--- src/rtl/rr_burst_arbiter_pkg.sv ---
// Shared types and helpers for the round-robin burst arbiter.
package arb_pkg;

   typedef enum logic [0:0] {
      IDLE = 1'b0,
      BUSY = 1'b1
   } arb_state_e;

   // Index width for n requesters; never below one bit.
   function automatic int ARB_IDX_W(input int n);
      return (n > 1) ? $clog2(n) : 1;
   endfunction

endpackage

--- src/rtl/rr_burst_arbiter_if.sv ---
// Requester/sink handshake bundle between the requesters and the burst arbiter.
interface rr_burst_arbiter_if #(
   parameter int N         = 4,
   parameter int MAX_BEATS = 16
);
   import arb_pkg::*;

   localparam int IDX_W = ARB_IDX_W(N);
   localparam int CNT_W = $clog2(MAX_BEATS + 1);

   logic [N-1:0]     req;
   logic [N-1:0]     last;
   logic             ready_in;
   logic [N-1:0]     grant;
   logic [IDX_W-1:0] gnt_id;
   logic             busy;
   logic [CNT_W-1:0] beat_cnt;
   logic             forced_rel;

   modport master (
      output req, last, ready_in,
      input  grant, gnt_id, busy, beat_cnt, forced_rel
   );

   modport slave (
      input  req, last, ready_in,
      output grant, gnt_id, busy, beat_cnt, forced_rel
   );

endinterface

--- src/rtl/rr_burst_arbiter_rr_pick.sv ---
// Combinational rotating-priority picker: first set request at or after ptr wins.
module rr_pick
   import arb_pkg::*;
#(
   parameter int N = 4
) (
   input  logic [N-1:0]              req,
   input  logic [ARB_IDX_W(N)-1:0]   ptr,
   output logic [N-1:0]              pick,
   output logic [ARB_IDX_W(N)-1:0]   pick_id,
   output logic                      any
);
   localparam int IDX_W = ARB_IDX_W(N);

   logic [N-1:0] one_s;

   // Index ptr+off wrapped modulo N (N need not be a power of two).
   function automatic logic [IDX_W-1:0] rot(input logic [IDX_W-1:0] base, input int off);
      int sum;
      sum = int'(base) + off;
      if (sum >= N) begin
         sum = sum - N;
      end else begin
         sum = sum;
      end
      return IDX_W'(sum);
   endfunction

   assign one_s = N'(1'b1);

   // Scan from the lowest priority down so the highest-priority hit is written last.
   always_comb begin
      pick_id = '0;
      any     = |req;
      for (int i = N - 1; i >= 0; i--) begin
         if (req[rot(ptr, i)]) begin
            pick_id = rot(ptr, i);
         end else begin
            pick_id = pick_id;
         end
      end
      pick = any ? (one_s << pick_id) : '0;
   end

endmodule

--- src/rtl/rr_burst_arbiter.sv ---
// Round-robin arbiter granting a shared sink per burst, with a beat-count limit
// that forces release; all outputs registered.
module rr_burst_arbiter
   import arb_pkg::*;
#(
   parameter int N         = 4,
   parameter int MAX_BEATS = 16
) (
   input  logic             clk,
   input  logic             rst_n,
   rr_burst_arbiter_if.slave bus
);
   localparam int IDX_W = ARB_IDX_W(N);
   localparam int CNT_W = $clog2(MAX_BEATS + 1);
   localparam logic [CNT_W-1:0] LAST_CNT = CNT_W'(MAX_BEATS - 1);
   localparam logic [IDX_W-1:0] TOP_IDX  = IDX_W'(N - 1);

   arb_state_e       state_r, state_s;
   logic [N-1:0]     grant_r, grant_s;
   logic [IDX_W-1:0] gnt_id_r, gnt_id_s;
   logic [CNT_W-1:0] cnt_r, cnt_s;
   logic [IDX_W-1:0] ptr_r, ptr_s;
   logic             frel_r, frel_s;
   logic             busy_r;

   logic [IDX_W-1:0] next_id_s;
   logic [IDX_W-1:0] arb_ptr_s;
   logic [N-1:0]     pick_s;
   logic [IDX_W-1:0] pick_id_s;
   logic             any_s;
   logic             beat_s, rel_last_s, rel_max_s, release_s;

   assign next_id_s  = (gnt_id_r == TOP_IDX) ? '0 : gnt_id_r + IDX_W'(1);
   // While busy, arbitration only matters on a release, where priority starts past g.
   assign arb_ptr_s  = (state_r == BUSY) ? next_id_s : ptr_r;
   assign beat_s     = (state_r == BUSY) & bus.req[gnt_id_r] & bus.ready_in;
   assign rel_last_s = beat_s & bus.last[gnt_id_r];
   assign rel_max_s  = beat_s & (cnt_r == LAST_CNT);
   assign release_s  = rel_last_s | rel_max_s;

   rr_pick #(.N(N)) u_pick (
      .req     (bus.req),
      .ptr     (arb_ptr_s),
      .pick    (pick_s),
      .pick_id (pick_id_s),
      .any     (any_s)
   );

   // Next-state and next-output logic.
   always_comb begin
      state_s  = state_r;
      grant_s  = grant_r;
      gnt_id_s = gnt_id_r;
      cnt_s    = cnt_r;
      ptr_s    = ptr_r;
      frel_s   = 1'b0;
      case (state_r)
         IDLE: begin
            cnt_s = '0;
            if (any_s) begin
               state_s  = BUSY;
               grant_s  = pick_s;
               gnt_id_s = pick_id_s;
            end else begin
               grant_s  = '0;
               gnt_id_s = '0;
            end
         end
         BUSY: begin
            if (release_s) begin
               ptr_s  = next_id_s;
               frel_s = rel_max_s & ~rel_last_s;
               cnt_s  = '0;
               if (any_s) begin
                  grant_s  = pick_s;
                  gnt_id_s = pick_id_s;
               end else begin
                  state_s  = IDLE;
                  grant_s  = '0;
                  gnt_id_s = '0;
               end
            end else if (beat_s) begin
               cnt_s = cnt_r + CNT_W'(1);
            end else begin
               cnt_s = cnt_r;
            end
         end
         default: begin
            state_s  = IDLE;
            grant_s  = '0;
            gnt_id_s = '0;
            cnt_s    = '0;
            ptr_s    = '0;
         end
      endcase
   end

   // State and output registers.
   always_ff @(posedge clk or negedge rst_n) begin
      if (!rst_n) begin
         state_r  <= IDLE;
         grant_r  <= '0;
         gnt_id_r <= '0;
         cnt_r    <= '0;
         ptr_r    <= '0;
         frel_r   <= 1'b0;
         busy_r   <= 1'b0;
      end else begin
         state_r  <= state_s;
         grant_r  <= grant_s;
         gnt_id_r <= gnt_id_s;
         cnt_r    <= cnt_s;
         ptr_r    <= ptr_s;
         frel_r   <= frel_s;
         busy_r   <= (state_s == BUSY);
      end
   end

   assign bus.grant      = grant_r;
   assign bus.gnt_id     = gnt_id_r;
   assign bus.busy       = busy_r;
   assign bus.beat_cnt   = cnt_r;
   assign bus.forced_rel = frel_r;

endmodule

--- src/flat_wrapper.sv ---
// flat-port wrapper written by rule: the top's interface ports become plain ports
module rr_burst_arbiter_flat import arb_pkg::*;
#(
   parameter int N         = 4,
   parameter int MAX_BEATS = 16
)
  (clk, rst_n, bus_req, bus_last, bus_ready_in, bus_grant, bus_gnt_id, bus_busy, bus_beat_cnt, bus_forced_rel);
  rr_burst_arbiter_if #(.N(N), .MAX_BEATS(MAX_BEATS)) bus_i ();
  input  logic clk;
  input  logic rst_n;
  input wire logic [$bits(bus_i.req)-1:0] bus_req;
  input wire logic [$bits(bus_i.last)-1:0] bus_last;
  input wire logic [$bits(bus_i.ready_in)-1:0] bus_ready_in;
  output wire logic [$bits(bus_i.grant)-1:0] bus_grant;
  output wire logic [$bits(bus_i.gnt_id)-1:0] bus_gnt_id;
  output wire logic [$bits(bus_i.busy)-1:0] bus_busy;
  output wire logic [$bits(bus_i.beat_cnt)-1:0] bus_beat_cnt;
  output wire logic [$bits(bus_i.forced_rel)-1:0] bus_forced_rel;
  assign bus_i.req = bus_req;
  assign bus_i.last = bus_last;
  assign bus_i.ready_in = bus_ready_in;
  assign bus_grant = bus_i.grant;
  assign bus_gnt_id = bus_i.gnt_id;
  assign bus_busy = bus_i.busy;
  assign bus_beat_cnt = bus_i.beat_cnt;
  assign bus_forced_rel = bus_i.forced_rel;
  rr_burst_arbiter #(.N(N), .MAX_BEATS(MAX_BEATS)) u_core (.clk(clk), .rst_n(rst_n), .bus(bus_i));
endmodule
--- config.mk ---
export PLATFORM = sky130hd
export DESIGN_NAME = rr_burst_arbiter_flat
export DESIGN_NICKNAME = d
export VERILOG_FILES = /design/src/rtl/rr_burst_arbiter_pkg.sv /design/src/rtl/rr_burst_arbiter_if.sv /design/src/rtl/rr_burst_arbiter_rr_pick.sv /design/src/rtl/rr_burst_arbiter.sv /design/src/flat_wrapper.sv
export SDC_FILE = /design/constraint.sdc
export NUM_CORES = 1
export LEC_CHECK = 0
export BUFFER_PORTS_ARGS = -buffer_cell sky130_fd_sc_hd__buf_2
export CAP_MARGIN = 0
export CORE_MARGIN = 2
export CORE_UTILIZATION = 46
export CTS_CLUSTER_SIZE = 16
export DETAILED_ROUTE_END_ITERATION = 8
export PLACE_DENSITY = 0.81
export SETUP_SLACK_MARGIN = 0.02
export SKIP_CTS_REPAIR_TIMING = 1
export SYNTH_ARGS = -nofsm -noshare
export SYNTH_HDL_FRONTEND = slang
export SYNTH_SLANG_ARGS = --single-unit
--- constraint.sdc ---
create_clock -name clk -period 2.1 [get_ports clk]
set_input_delay 0.21 -clock clk [delete_from_list [all_inputs] [get_ports clk]]
set_output_delay 0.21 -clock clk [all_outputs]
set_load 0.05 [all_outputs]
# After elaboration in Yosys (flattened, before gate mapping)

Index checks and enable logic that the tools add are counted.
Widths: inputs -> output; s select.

Bitwise logic cells: 8
Add/subtract/negate cells: 9
Order comparisons: 9
Shift operators: 1
Reduce and logical (&&, ||, !) cells: 2
Muxes and demuxes: 36
Equality and inequality tests: 4

Operators with widths:

| operator            | number |
|---|---|
| $mux 2              | 12 |
| $lt 2x3->1 const B  | 5 |
| $bmux 1 s2          | 6 |
| $mux 1              | 10 |
| $mux 5              | 2 |
| $pmux 5 s2          | 1 |
| $ge 3x3->1 const B  | 3 |
| $mux 4              | 2 |
| $pmux 4 s2          | 1 |
| $sub 2x1->2 const B | 4 |
| $add 2x2->3 const B | 2 |
| $add 5x1->5 const B | 1 |
| $and 1x1->1         | 5 |
| $eq 5x4->1 const B  | 1 |
| $pmux 2 s2          | 1 |
| $reduce_or 4->1     | 1 |
| $shl 1x2->4 const A | 1 |
| $add 2x1->3 const B | 1 |
| $ge 2x3->1 const B  | 1 |
| $ne 3x3->1 const B  | 1 |
| $add 2x1->2 const B | 1 |
| $eq 2x2->1 const B  | 1 |
| $ne 2x2->1 const B  | 1 |
| $not 1->1           | 2 |
| 3 further kinds     | 3 |

Bits in registers: 15
Logic and storage cells: 75
Input bits: 11
Output and inout bits: 13

# Logic depth before layout (Yosys ltp)

Gate-level depths: netlist of run 1.

Depth after elaboration: 16
Depth in mapped cells: 9
Mapped depth without buffers: 8

# Hierarchy

Synthesis of run 1 repeated with hierarchy kept, for this count alone.

Cells, all modules: 107
Area total of the unflattened synthesis: 1,047.3 µm²

Modules (own cells, without submodules):

| module           | cells an instance | seq. area each (µm²) | times used | area each (µm²) |
|---|---|---|---|---|
| rr_burst_arbiter | 78                | 375.4                | 1          | 837.1 |
| rr_pick          | 29                | 0.0                  | 1          | 210.2 |

# Least setup slack after synthesis of run 1

Ideal clock, no wire load.

Path type: register to register
Start point: register u_core.cnt_r[0] (netlist: u_core.bus.beat_cnt[0])
End point: register u_core.state_r
Data required time: 1.961 ns
Cell stages (with the launch flop): 9
Setup time: 0.139 ns
Data arrival time: 2.176 ns
Slack: -0.215 ns
Cell sequence: dfrtp_1 > ha_1 > and3_1 > ha_1 > nor2b_1 > a22oi_2 > a21boi_2 > buf_6 > or4b_1

Word-level cells in the longest chain between the ends: 5

RTL lines:

| item                   | line                    | text |
|---|---|---|
| from (decl)            | rr_burst_arbiter.sv:21  | `logic [CNT_W-1:0] cnt_r, cnt_s;` |
| from (signal assigned) | rr_burst_arbiter.sv:112 | `cnt_r <= cnt_s;` |
| $eq 5x4->1             | rr_burst_arbiter.sv:38  | `assign rel_max_s = beat_s & (cnt_r == LAST_CNT);` |
| $and 1x1->1            | rr_burst_arbiter.sv:38  |  |
| $or 1x1->1             | rr_burst_arbiter.sv:39  | `assign release_s = rel_last_s \| rel_max_s;` |
| $mux 1                 | rr_burst_arbiter.sv:70  | `if (release_s) begin` |
| $pmux 1 s2             | rr_burst_arbiter.sv:57  | `case (state_r)` |
| net u_core.state_s     | rr_burst_arbiter.sv:18  | `arb_state_e state_r, state_s;` |
| to (signal assigned)   | rr_burst_arbiter.sv:109 | `state_r <= state_s;` |
| to (decl)              | rr_burst_arbiter.sv:18  |  |

The timed path passes the listed nets, and every way through them passes these cells.
A chain may end at the register's enable or synchronous reset.

# Worst setup path after layout of run 1

Start point: register u_core.gnt_id_r[0] (netlist: u_core.bus.gnt_id[0])
End point: register u_core.grant_r[1] (netlist: u_core.bus.grant[1])

Word-level cells in the longest chain between the ends: 16
Elaborated cells between the ends (all ways): 45
Those cells by class: add/sub (8); order compare (4); eq/ne (2); shift (1); mux (25); bitwise (5)

RTL lines:

| item                                             | line                                                           | text |
|---|---|---|
| from (decl)                                      | rr_burst_arbiter.sv:20                                         | `logic [IDX_W-1:0] gnt_id_r, gnt_id_s;` |
| from (signal assigned)                           | rr_burst_arbiter.sv:111                                        | `gnt_id_r <= gnt_id_s;` |
| $add 2x1->2 / $eq 2x2->1 (equally long branches) | rr_burst_arbiter.sv:33                                         | `assign next_id_s = (gnt_id_r == TOP_IDX) ? '0 : gnt_id_r + IDX_W'(1);` |
| $mux 2 *                                         | rr_burst_arbiter.sv:33                                         |  |
| net u_core.next_id_s[1]                          | rr_burst_arbiter.sv:26                                         | `logic [IDX_W-1:0] next_id_s;` |
| $mux 2 *                                         | rr_burst_arbiter.sv:35                                         | `assign arb_ptr_s = (state_r == BUSY) ? next_id_s : ptr_r;` |
| $add 2x2->3                                      | rr_burst_arbiter_rr_pick.sv:20                                 | `sum = int'(base) + off;` |
| $ge 3x3->1 / $sub 2x1->2 (equally long branches) | rr_burst_arbiter_rr_pick.sv:21, rr_burst_arbiter_rr_pick.sv:22 |  |
| $mux 2                                           | rr_burst_arbiter_rr_pick.sv:21                                 | `if (sum >= N) begin` |
| $bmux 1 s2                                       | rr_burst_arbiter_rr_pick.sv:36                                 | `if (req[rot(ptr, i)]) begin` |
| $mux 1 (not written as such)                     | rr_burst_arbiter_rr_pick.sv:36                                 |  |
| $mux 2 (3 in a row)                              | rr_burst_arbiter_rr_pick.sv:36                                 |  |
| $mux 2 *                                         | rr_burst_arbiter_rr_pick.sv:36                                 |  |
| $shl 1x2->4 *                                    | rr_burst_arbiter_rr_pick.sv:42                                 | `pick = any ? (one_s << pick_id) : '0;` |
| $mux 4 *                                         | rr_burst_arbiter.sv:60, rr_burst_arbiter.sv:74                 |  |
| $mux 4                                           | rr_burst_arbiter.sv:70                                         |  |
| $pmux 4 s2 *                                     | rr_burst_arbiter.sv:57                                         |  |
| to (signal assigned)                             | rr_burst_arbiter.sv:110                                        | `grant_r <= grant_s;` |
| to (decl)                                        | rr_burst_arbiter.sv:19                                         | `logic [N-1:0] grant_r, grant_s;` |

Mark *: on every way through the listed nets, which the timed path passes. The rest lies on a longest branch. The select of a mux whose other input is x is not followed.

==> results.sh, run 1 <==
export IMPL_ys_seq_area_share_pct=39.5
export IMPL_worst_pin_slew_ps=376
export IMPL_holdCritPathClass="input pin to flip-flop"
export IMPL_grt_setup_unrepaired="yes"
export IMPL_grt_start_max_net_pins=16
export IMPL_leakagePower_nw=0.554
export IMPL_final_cell_mix="buf_2, nand2_1, dfrtp_1"
export IMPL_path_clk_slew_ps=90
export IMPL_synth_fa_ha_area_share_pct=3.95
export IMPL_synthSimpleGateAreaFrac_pct=13.6
export IMPL_grt_pass1_wl_um=3420
export IMPL_clkLatencyLatePin_ps=290
export IMPL_synth_top_area_share_pct=39.5
export IMPL_die_x_um=49.4
export IMPL_synth_fp_nets=104
export IMPL_synthArstFlopShare_pct=100
export IMPL_synth_top_family_by_area="compound AO/OA/AOI/OAI gates"
export IMPL_drc=0
export IMPL_synth_distinct_cells=36
export IMPL_p_per_area_nw_per_um2=1430
export IMPL_num_vias=804
export IMPL_antenna_left=0
export IMPL_syn_inst=90
export IMPL_core_um2=1960
export IMPL_core_rowCount=16
export IMPL_place_inst=139
export IMPL_synth_edff_count=0
export IMPL_layoutNonFillerInstCount=146
export IMPL_clock_fmax_mhz=497
export IMPL_start_util_pct=48.4
export IMPL_cp_slowest_cell="dfrtp_2"
export IMPL_maxSlewViolCount=0
export IMPL_critPathBufInv=0
export IMPL_buffer_ports_inserted=23
export IMPL_vdd_ir_drop_max_uv=839
export IMPL_antenna_found_initial=0
export IMPL_place_area_um2=1120
export IMPL_antenna_cells=0
export IMPL_yosys_most_used_dff="dfrtp_1"
export IMPL_mostFrequentLayoutCell="buf_2"
export IMPL_endpoint_kind="flip-flop"
export IMPL_cts_tree="yes"
export IMPL_setup_ws_ps=88.5
export IMPL_skew_ps=1.50
export IMPL_gp_congestion=0.775
export IMPL_clock_path_buffers=2
export IMPL_setup_violations=0
export IMPL_cp_max_fo=8
export IMPL_crit_chain="ha_1 > mux2i_4 > nor2_1 > mux2_2 > a211o_1 > a22o_1"
export IMPL_min_period_over_period_pct=95.8
export IMPL_cp_start_kind="flip-flop"
export IMPL_ios=24
export IMPL_synth_area_top_cells="dfrtp_1, mux2_2, a22o_1"
export IMPL_whs_ps=217
export IMPL_crit_type="flip-flop to flip-flop"
export IMPL_cts_htree_levels=1
export IMPL_avgSynthCellArea_um2=10.6
export IMPL_status="finished clean"
export IMPL_relSlewSlack_pct=74.9
export IMPL_fin_crit_ps=2010
export IMPL_wl_um=2080
export IMPL_cp_arrival_ps=2190
export IMPL_synth_xor_area_share_pct=0
export IMPL_fin_setup_tns_ps=0
export IMPL_ys_ff_latch=15
export IMPL_fp_dieArea_um2=2440
export IMPL_fin_area_um2=1190
export IMPL_cp_top_family="multiplexers"
export IMPL_wire_per_inst_um=14.3
export IMPL_worstPathRequired_ps=2280
export IMPL_post_place_ws_ps=66.3
export IMPL_drive_gt1_share_pct=43.7
export IMPL_grt_pass1_vias=748
export IMPL_slowest_delay_ps=410
export IMPL_synth_compound_area_share_pct=24.9
export IMPL_synth_mux_area_share_pct=12.8
export IMPL_numCtsBuffers=3
export IMPL_drt_pass1_iterations=4
export IMPL_max_cap_viol_count=0
export IMPL_netlist_area_um2=950
export IMPL_ys_warn_count=0
export IMPL_fin_nets=134
export IMPL_cts_root_buf="clkbuf_4"
export IMPL_hpwlAfterDp_um=1530
export IMPL_grt_overflow_total=0
export IMPL_hold_viol=0
export IMPL_drtIter0Drc=12
export IMPL_synth_top_area_cell="dfrtp_1"
export IMPL_cts_sinks=15
export IMPL_grt_util_all_layers_pct=18.7
export IMPL_die_y_um=49.4
export IMPL_syn_to_final_growth_pct=25.4
export IMPL_viasPerCell=5.51
metal layers:
layer	track usage [%]	routed length [um]	up-vias
met1	24.6	937	383
met3	2.76	76	4
li1	-	-	397
met2	30.0	1040	20
met4	9.72	29	0
met5	0	0	-
final timing paths:
check	from	endpoint	slack [ps]	cells past startpoint
worst max-delay path	u_core.bus.gnt_id[0]	u_core.bus.grant[1]	90	6
worst min-delay path	bus_req[1]	u_core.state_r	220	2
worst max register to register	u_core.bus.gnt_id[0]	u_core.bus.grant[1]	90	6
worst min register to register	u_core.ptr_r[0]	u_core.ptr_r[0]	500	2
max in group asynchronous	rst_n	u_core.bus.gnt_id[0]	1480	2
min in group asynchronous	rst_n	u_core.bus.grant[1]	350	2
synthesized netlist by cell type (2+ instances only):
master    number
or3b_1         2
ha_1           3
nor2_1         4
nor2b_1        3
o22ai_1        5
buf_6          2
mux2_2         4
a22o_1         5
mux2i_1        4
dfrtp_1       15
o21ai_0        2
a21oi_1        4
a21boi_1       2
inv_1          4
nand2_1        8
and3_1         3
final cells by class:
cell class | instances | area (um2)
Clock buffer | 4 | 26.3
Sequential cell | 15 | 384
Fill cell | 189 | 771
Inverter | 4 | 15.0
Multi-Input combinational cell | 67 | 569
Tap cell | 27 | 33.8
Timing Repair Buffer | 29 | 163
state kept, by name, summed over array words and instances, names as in the netlist:
name and count:
u_core.bus.forced_rel 1, u_core.state_r 1, u_core.ptr_r 2, u_core.bus.beat_cnt 5, u_core.bus.gnt_id 2, u_core.bus.grant 4
metrics by stage:
step	util [%]	total power, mW
floorplan	-	1.28
global route	60.7	1.82
finish	60.7	1.70
global placement	57.3	1.46
detailed placement	57.3	1.49
CTS	58.7	1.67
worst register-to-register path: stages (launching register included):
cell     delay [ps]
dfrtp_2         410
ha_1            350
mux2i_4         260
nor2_1          100
mux2_2          280
a211o_1         310
a22o_1          190
power by group:
| part | total (mW) | leakage [nW] | switching [mW] | internal, mW |
|---|---|---|---|---|
| Combinational | 1.08 | 0.355 | 0.664 | 0.413 |
| Clock | 0.172 | 0.0150 | 0.0983 | 0.0739 |
| Sequential | 0.455 | 0.184 | 0.0717 | 0.384 |
cells by family (layout without fill, tap and decap cells):
| group | Yosys count | after routing |
|---|---|---|
| AO/OA/AOI/OAI | 30 | 30 |
| multiplexers | 10 | 10 |
| adder cells (fa/ha/maj) | 3 | 3 |
| flip-flops | 15 | 15 |
| AND/OR/NAND/NOR | 24 | 24 |
| buffers and inverters | 8 | 37 |
Power figures use the tool's default switching activity.
==> run 2: changes to the inputs <==
--- a/config.mk
+++ b/config.mk
@@ -7,11 +7,14 @@
 export LEC_CHECK = 0
 export BUFFER_PORTS_ARGS = -buffer_cell sky130_fd_sc_hd__buf_2
 export CAP_MARGIN = 0
+export CELL_PAD_IN_SITES_DETAIL_PLACEMENT = 1
+export CELL_PAD_IN_SITES_GLOBAL_PLACEMENT = 1
 export CORE_MARGIN = 2
-export CORE_UTILIZATION = 46
-export CTS_CLUSTER_SIZE = 16
+export CORE_UTILIZATION = 35
+export CTS_CLUSTER_SIZE = 8
 export DETAILED_ROUTE_END_ITERATION = 8
 export PLACE_DENSITY = 0.81
+export RECOVER_POWER = 50
 export SETUP_SLACK_MARGIN = 0.02
 export SKIP_CTS_REPAIR_TIMING = 1
 export SYNTH_ARGS = -nofsm -noshare
==> results.sh, run 2 (synthesized netlist as in run 1, its figures left out) <==
export IMPL_fp_dieArea_um2=3150
export IMPL_hold_viol=0
export IMPL_drtIter0Drc=6
export IMPL_antenna_left=0
export IMPL_buffer_ports_inserted=23
export IMPL_wl_um=2360
export IMPL_cp_max_fo=7
export IMPL_relSlewSlack_pct=43.3
export IMPL_grt_pass1_wl_um=3800
export IMPL_layoutNonFillerInstCount=152
export IMPL_fillCellCount=300
export IMPL_p_per_area_nw_per_um2=1470
export IMPL_setup_violations=0
export IMPL_gp_congestion=0.756
export IMPL_hpwlAfterDp_um=1740
export IMPL_place_inst=143
export IMPL_grt_overflow_total=0
export IMPL_r2r_start="u_core.bus.beat_cnt[1]"
export IMPL_grt_util_all_layers_pct=15.1
export IMPL_status="finished clean"
export IMPL_cp_arrival_ps=2220
export IMPL_start_util_pct=37.6
export IMPL_num_vias=818
export IMPL_ios=24
export IMPL_antenna_found_initial=0
export IMPL_worst_pin_slew_ps=851
export IMPL_drive_gt1_share_pct=41.0
export IMPL_whs_ps=237
export IMPL_min_period_over_period_pct=98.5
export IMPL_final_cell_mix="buf_2, nand2_1, buf_4, dfrtp_1"
export IMPL_maxSlewViolCount=0
export IMPL_wire_per_inst_um=15.6
export IMPL_vdd_ir_drop_max_uv=700
export IMPL_crit_type="flip-flop to flip-flop"
export IMPL_max_cap_viol_count=0
export IMPL_largest_reg_flops=5
export IMPL_grt_pass1_vias=808
export IMPL_clkLatencyLatePin_ps=280
export IMPL_use_met3_pct=3.72
export IMPL_drt_pass1_iterations=3
export IMPL_numCtsBuffers=3
export IMPL_cts_sinks=15
export IMPL_grt_use_met1_pct=19.8
export IMPL_skew_ps=1.66
export IMPL_fin_crit_ps=2070
export IMPL_cp_start_kind="flip-flop"
export IMPL_clock_path_buffers=2
export IMPL_cts_htree_levels=1
export IMPL_grt_util_met2_pct=24.5
export IMPL_cts_root_buf="clkbuf_4"
export IMPL_drc=0
export IMPL_path_clk_slew_ps=90
export IMPL_viasPerCell=5.38
export IMPL_grt_start_max_net_pins=16
export IMPL_fin_nets=137
export IMPL_die_y_um=56.1
export IMPL_mostFrequentLayoutCell="buf_2"
export IMPL_critPathLaunch="u_core.bus.beat_cnt[1]"
export IMPL_grt_setup_unrepaired="yes"
export IMPL_grt_busiest_layer="met2"
export IMPL_worstPathRequired_ps=2250
export IMPL_core_um2=2520
export IMPL_cts_tree="yes"
export IMPL_holdCritPathClass="input pin to flip-flop"
export IMPL_syn_to_final_growth_pct=27.7
export IMPL_antenna_cells=0
export IMPL_endpoint_kind="flip-flop"
export IMPL_leakagePower_nw=0.548
export IMPL_clock_fmax_mhz=483
export IMPL_die_x_um=56.1
export IMPL_min_delay_start="bus_req[1]"
export IMPL_core_rowCount=18
-- run 2: final cells by class --
cell class                      instances  area, um2  share of cell area [%]
Clock buffer                            4       26.3                    2.17
Multi-Input combinational cell         67        572                    47.2
Inverter                                4       15.0                    1.24
Sequential cell                        15        384                    31.7
Timing Repair Buffer                   32        178                    14.7
Tap cell                               30       37.5                    3.10
-- run 2: per-stage QoR --
step	TNS, ps	utilization (%)	setup slack, ps	power, mW	instance area (um2)
final	0	48.1	31.7	1.78	1210
after CTS	-116	46.1	-58.6	1.70	1160
after global placement	0	45.0	77.1	1.48	1140
after detailed placement	-67.6	45.0	-34.4	1.53	1140
after global routing	-57.2	48.1	-37.9	1.91	1210
after floorplan	-0.235	-	-0.235	1.28	988
-- run 2: power by group --
part	total [mW]	internal, mW	switching (mW)
clock	0.170	0.0737	0.0962
combinational	1.14	0.462	0.678
sequential	0.468	0.384	0.0838
total	1.78	0.920	0.858
-- run 2: metal layers --
metal / share of wire (%) / wire [um]
met1: 46 / 1090
met2: 49 / 1170
met3: 4.4 / 103
met4: 0 / 0
met5: 0 / 0
-- run 2: path summary, 6_finish.rpt --
check | depth (start not counted) | endpoint | slack, ps
max reg2reg | 7 | u_core.state_r | 30
min | 2 | u_core.state_r | 240
max | 7 | u_core.state_r | 30
max in group asynchronous | 2 | u_core.state_r | 980
min in group asynchronous | 2 | u_core.bus.forced_rel | 540
min reg2reg | 2 | u_core.ptr_r[0] | 510
-- run 2: worst max-delay path: stages, from the launching register on --
cell and delay (ps):
dfrtp_2 420, ha_4 150, and3_4 190, ha_4 130, nor2b_2 40, a22oi_2 360, a21boi_4 150, or4b_1 500
==> run 3: changes to the inputs <==
--- a/config.mk
+++ b/config.mk
@@ -5,14 +5,14 @@
 export SDC_FILE = /design/constraint.sdc
 export NUM_CORES = 1
 export LEC_CHECK = 0
-export BUFFER_PORTS_ARGS = -buffer_cell sky130_fd_sc_hd__buf_2
 export CAP_MARGIN = 0
 export CELL_PAD_IN_SITES_DETAIL_PLACEMENT = 1
 export CELL_PAD_IN_SITES_GLOBAL_PLACEMENT = 1
 export CORE_MARGIN = 2
-export CORE_UTILIZATION = 35
+export CORE_UTILIZATION = 42
 export CTS_CLUSTER_SIZE = 8
 export DETAILED_ROUTE_END_ITERATION = 8
+export DONT_BUFFER_PORTS = 1
 export PLACE_DENSITY = 0.81
 export RECOVER_POWER = 50
 export SETUP_SLACK_MARGIN = 0.02
==> results.sh, run 3 (synthesized netlist as in run 1, its figures left out) <==
export IMPL_slowest_delay_ps=440
export IMPL_die_x_um=51.6
export IMPL_grt_start_max_net_pins=16
export IMPL_cts_root_buf="clkbuf_4"
export IMPL_path_clk_slew_ps=90
export IMPL_crit_chain="ha_4 > and3_4 > ha_4 > nor2b_1 > a22oi_2 > nand2b_4 > or3b_1 > a21boi_1"
export IMPL_buffer_ports_inserted=0
export IMPL_critPathBufInv=0
export IMPL_power_total_mw=1.72
export IMPL_fin_setup_tns_ps=0
export IMPL_grt_overflow_total=0
export IMPL_cp_top_family="simple AND/OR/NAND/NOR gates"
export IMPL_crit_type="flip-flop to flip-flop"
export IMPL_grt_util_met2_pct=31.6
export IMPL_cts_tree="yes"
export IMPL_clock_path_buffers=2
export IMPL_wire_per_inst_um=17.2
export IMPL_hpwlAfterDp_um=1750
export IMPL_use_met3_pct=3.74
export IMPL_largest_reg_flops=5
export IMPL_drtIter0Drc=10
export IMPL_min_period_over_period_pct=95.1
export IMPL_worstPathRequired_ps=2320
export IMPL_fin_crit_ps=2000
export IMPL_ios=24
export IMPL_antenna_left=0
export IMPL_cts_htree_levels=1
export IMPL_gp_congestion=0.772
export IMPL_drc=0
export IMPL_p_per_area_nw_per_um2=1530
export IMPL_hold_viol=0
export IMPL_core_um2=2170
export IMPL_antenna_found_initial=0
export IMPL_max_cap_viol_count=0
export IMPL_relSlewSlack_pct=53.3
export IMPL_leakagePower_nw=0.472
export IMPL_grt_pass1_vias=826
export IMPL_holdCritPathClass="input pin to flip-flop"
export IMPL_maxSlewViolCount=0
export IMPL_syn_to_final_growth_pct=17.8
export IMPL_endpoint_kind="flip-flop"
export IMPL_cts_sinks=15
export IMPL_clkLatencyLatePin_ps=290
export IMPL_grt_use_met1_pct=24.4
export IMPL_viasPerCell=5.82
export IMPL_start_util_pct=43.8
export IMPL_final_cell_mix="nand2_1, buf_4, dfrtp_1"
export IMPL_grt_pass1_wl_um=3840
export IMPL_drive_gt1_share_pct=30.8
export IMPL_setup_violations=0
export IMPL_wl_um=2280
export IMPL_skew_ps=1.37
export IMPL_clock_fmax_mhz=501
export IMPL_antenna_cells=0
export IMPL_fp_dieArea_um2=2660
export IMPL_fin_nets=119
export IMPL_numCtsBuffers=3
export IMPL_drt_pass1_iterations=3
export IMPL_worst_pin_slew_ps=701
export IMPL_crit_top_cell="ha_4"
export IMPL_grt_busiest_layer="met2"
export IMPL_die_y_um=51.6
export IMPL_vdd_ir_drop_max_uv=726
export IMPL_num_vias=768
export IMPL_grt_util_all_layers_pct=20.0
export IMPL_cp_max_fo=5
export IMPL_cp_arrival_ps=2210
export IMPL_cp_start_kind="flip-flop"
export IMPL_grt_setup_unrepaired="yes"
export IMPL_cp_slowest_cell="dfrtp_2"
export IMPL_status="finished clean"
export IMPL_core_rowCount=17
[run 3: worst register-to-register path: stages, from the launching register on]
cell and delay, ps:
dfrtp_2 440, ha_4 170, and3_4 180, ha_4 150, nor2b_1 140, a22oi_2 140, nand2b_4 190, or3b_1 380
a21boi_1 140
[run 3: power breakdown]
part / internal (mW) / switching, mW / leakage [nW]
combinational: 0.413 / 0.569 / 0.273
sequential: 0.382 / 0.178 / 0.184
clock: 0.0739 / 0.100 / 0.0150
[run 3: worst paths after layout]
path	start	to	slack (ps)	cells past startpoint
max in group asynchronous	rst_n	u_core.state_r	1230	1
worst max register to register	u_core.bus.beat_cnt[1]	u_core.bus.beat_cnt[3]	100	8
worst max-delay path	u_core.bus.beat_cnt[1]	u_core.bus.beat_cnt[3]	100	8
worst min-delay path	bus_req[0]	u_core.state_r	50	1
min in group asynchronous	rst_n	u_core.bus.forced_rel	390	1
worst min register to register	u_core.ptr_r[0]	u_core.ptr_r[0]	490	2
[run 3: per-stage QoR]
step                      hold slack, ps  instance area [um2]  util (%)  instances  setup slack (ps)
after floorplan                    -85.6                  988         -         90            -0.235
final                               46.6                 1120      51.6        132               104
after global routing                31.2                 1120      51.6        132             -16.0
after global placement             -85.2                 1090      50.1        127               150
after CTS                           -411                 1110      51.3        131              53.4
after detailed placement           -85.2                 1090      50.1        127              75.1
[run 3: area by class of cell]
class                           instances  area (um2)
Fill cell                             257        1050
Multi-Input combinational cell         67         569
Clock buffer                            4        26.3
Inverter                                4        15.0
Sequential cell                        15         384
Timing Repair Buffer                   14        88.8
Tap cell                               28        35.0
[run 3: per-layer routing]
layer,wire (um),vias to the layer above
met3,105,8
met4,68,0
met5,0,-
met1,1010,370
met2,1100,21
li1,-,369
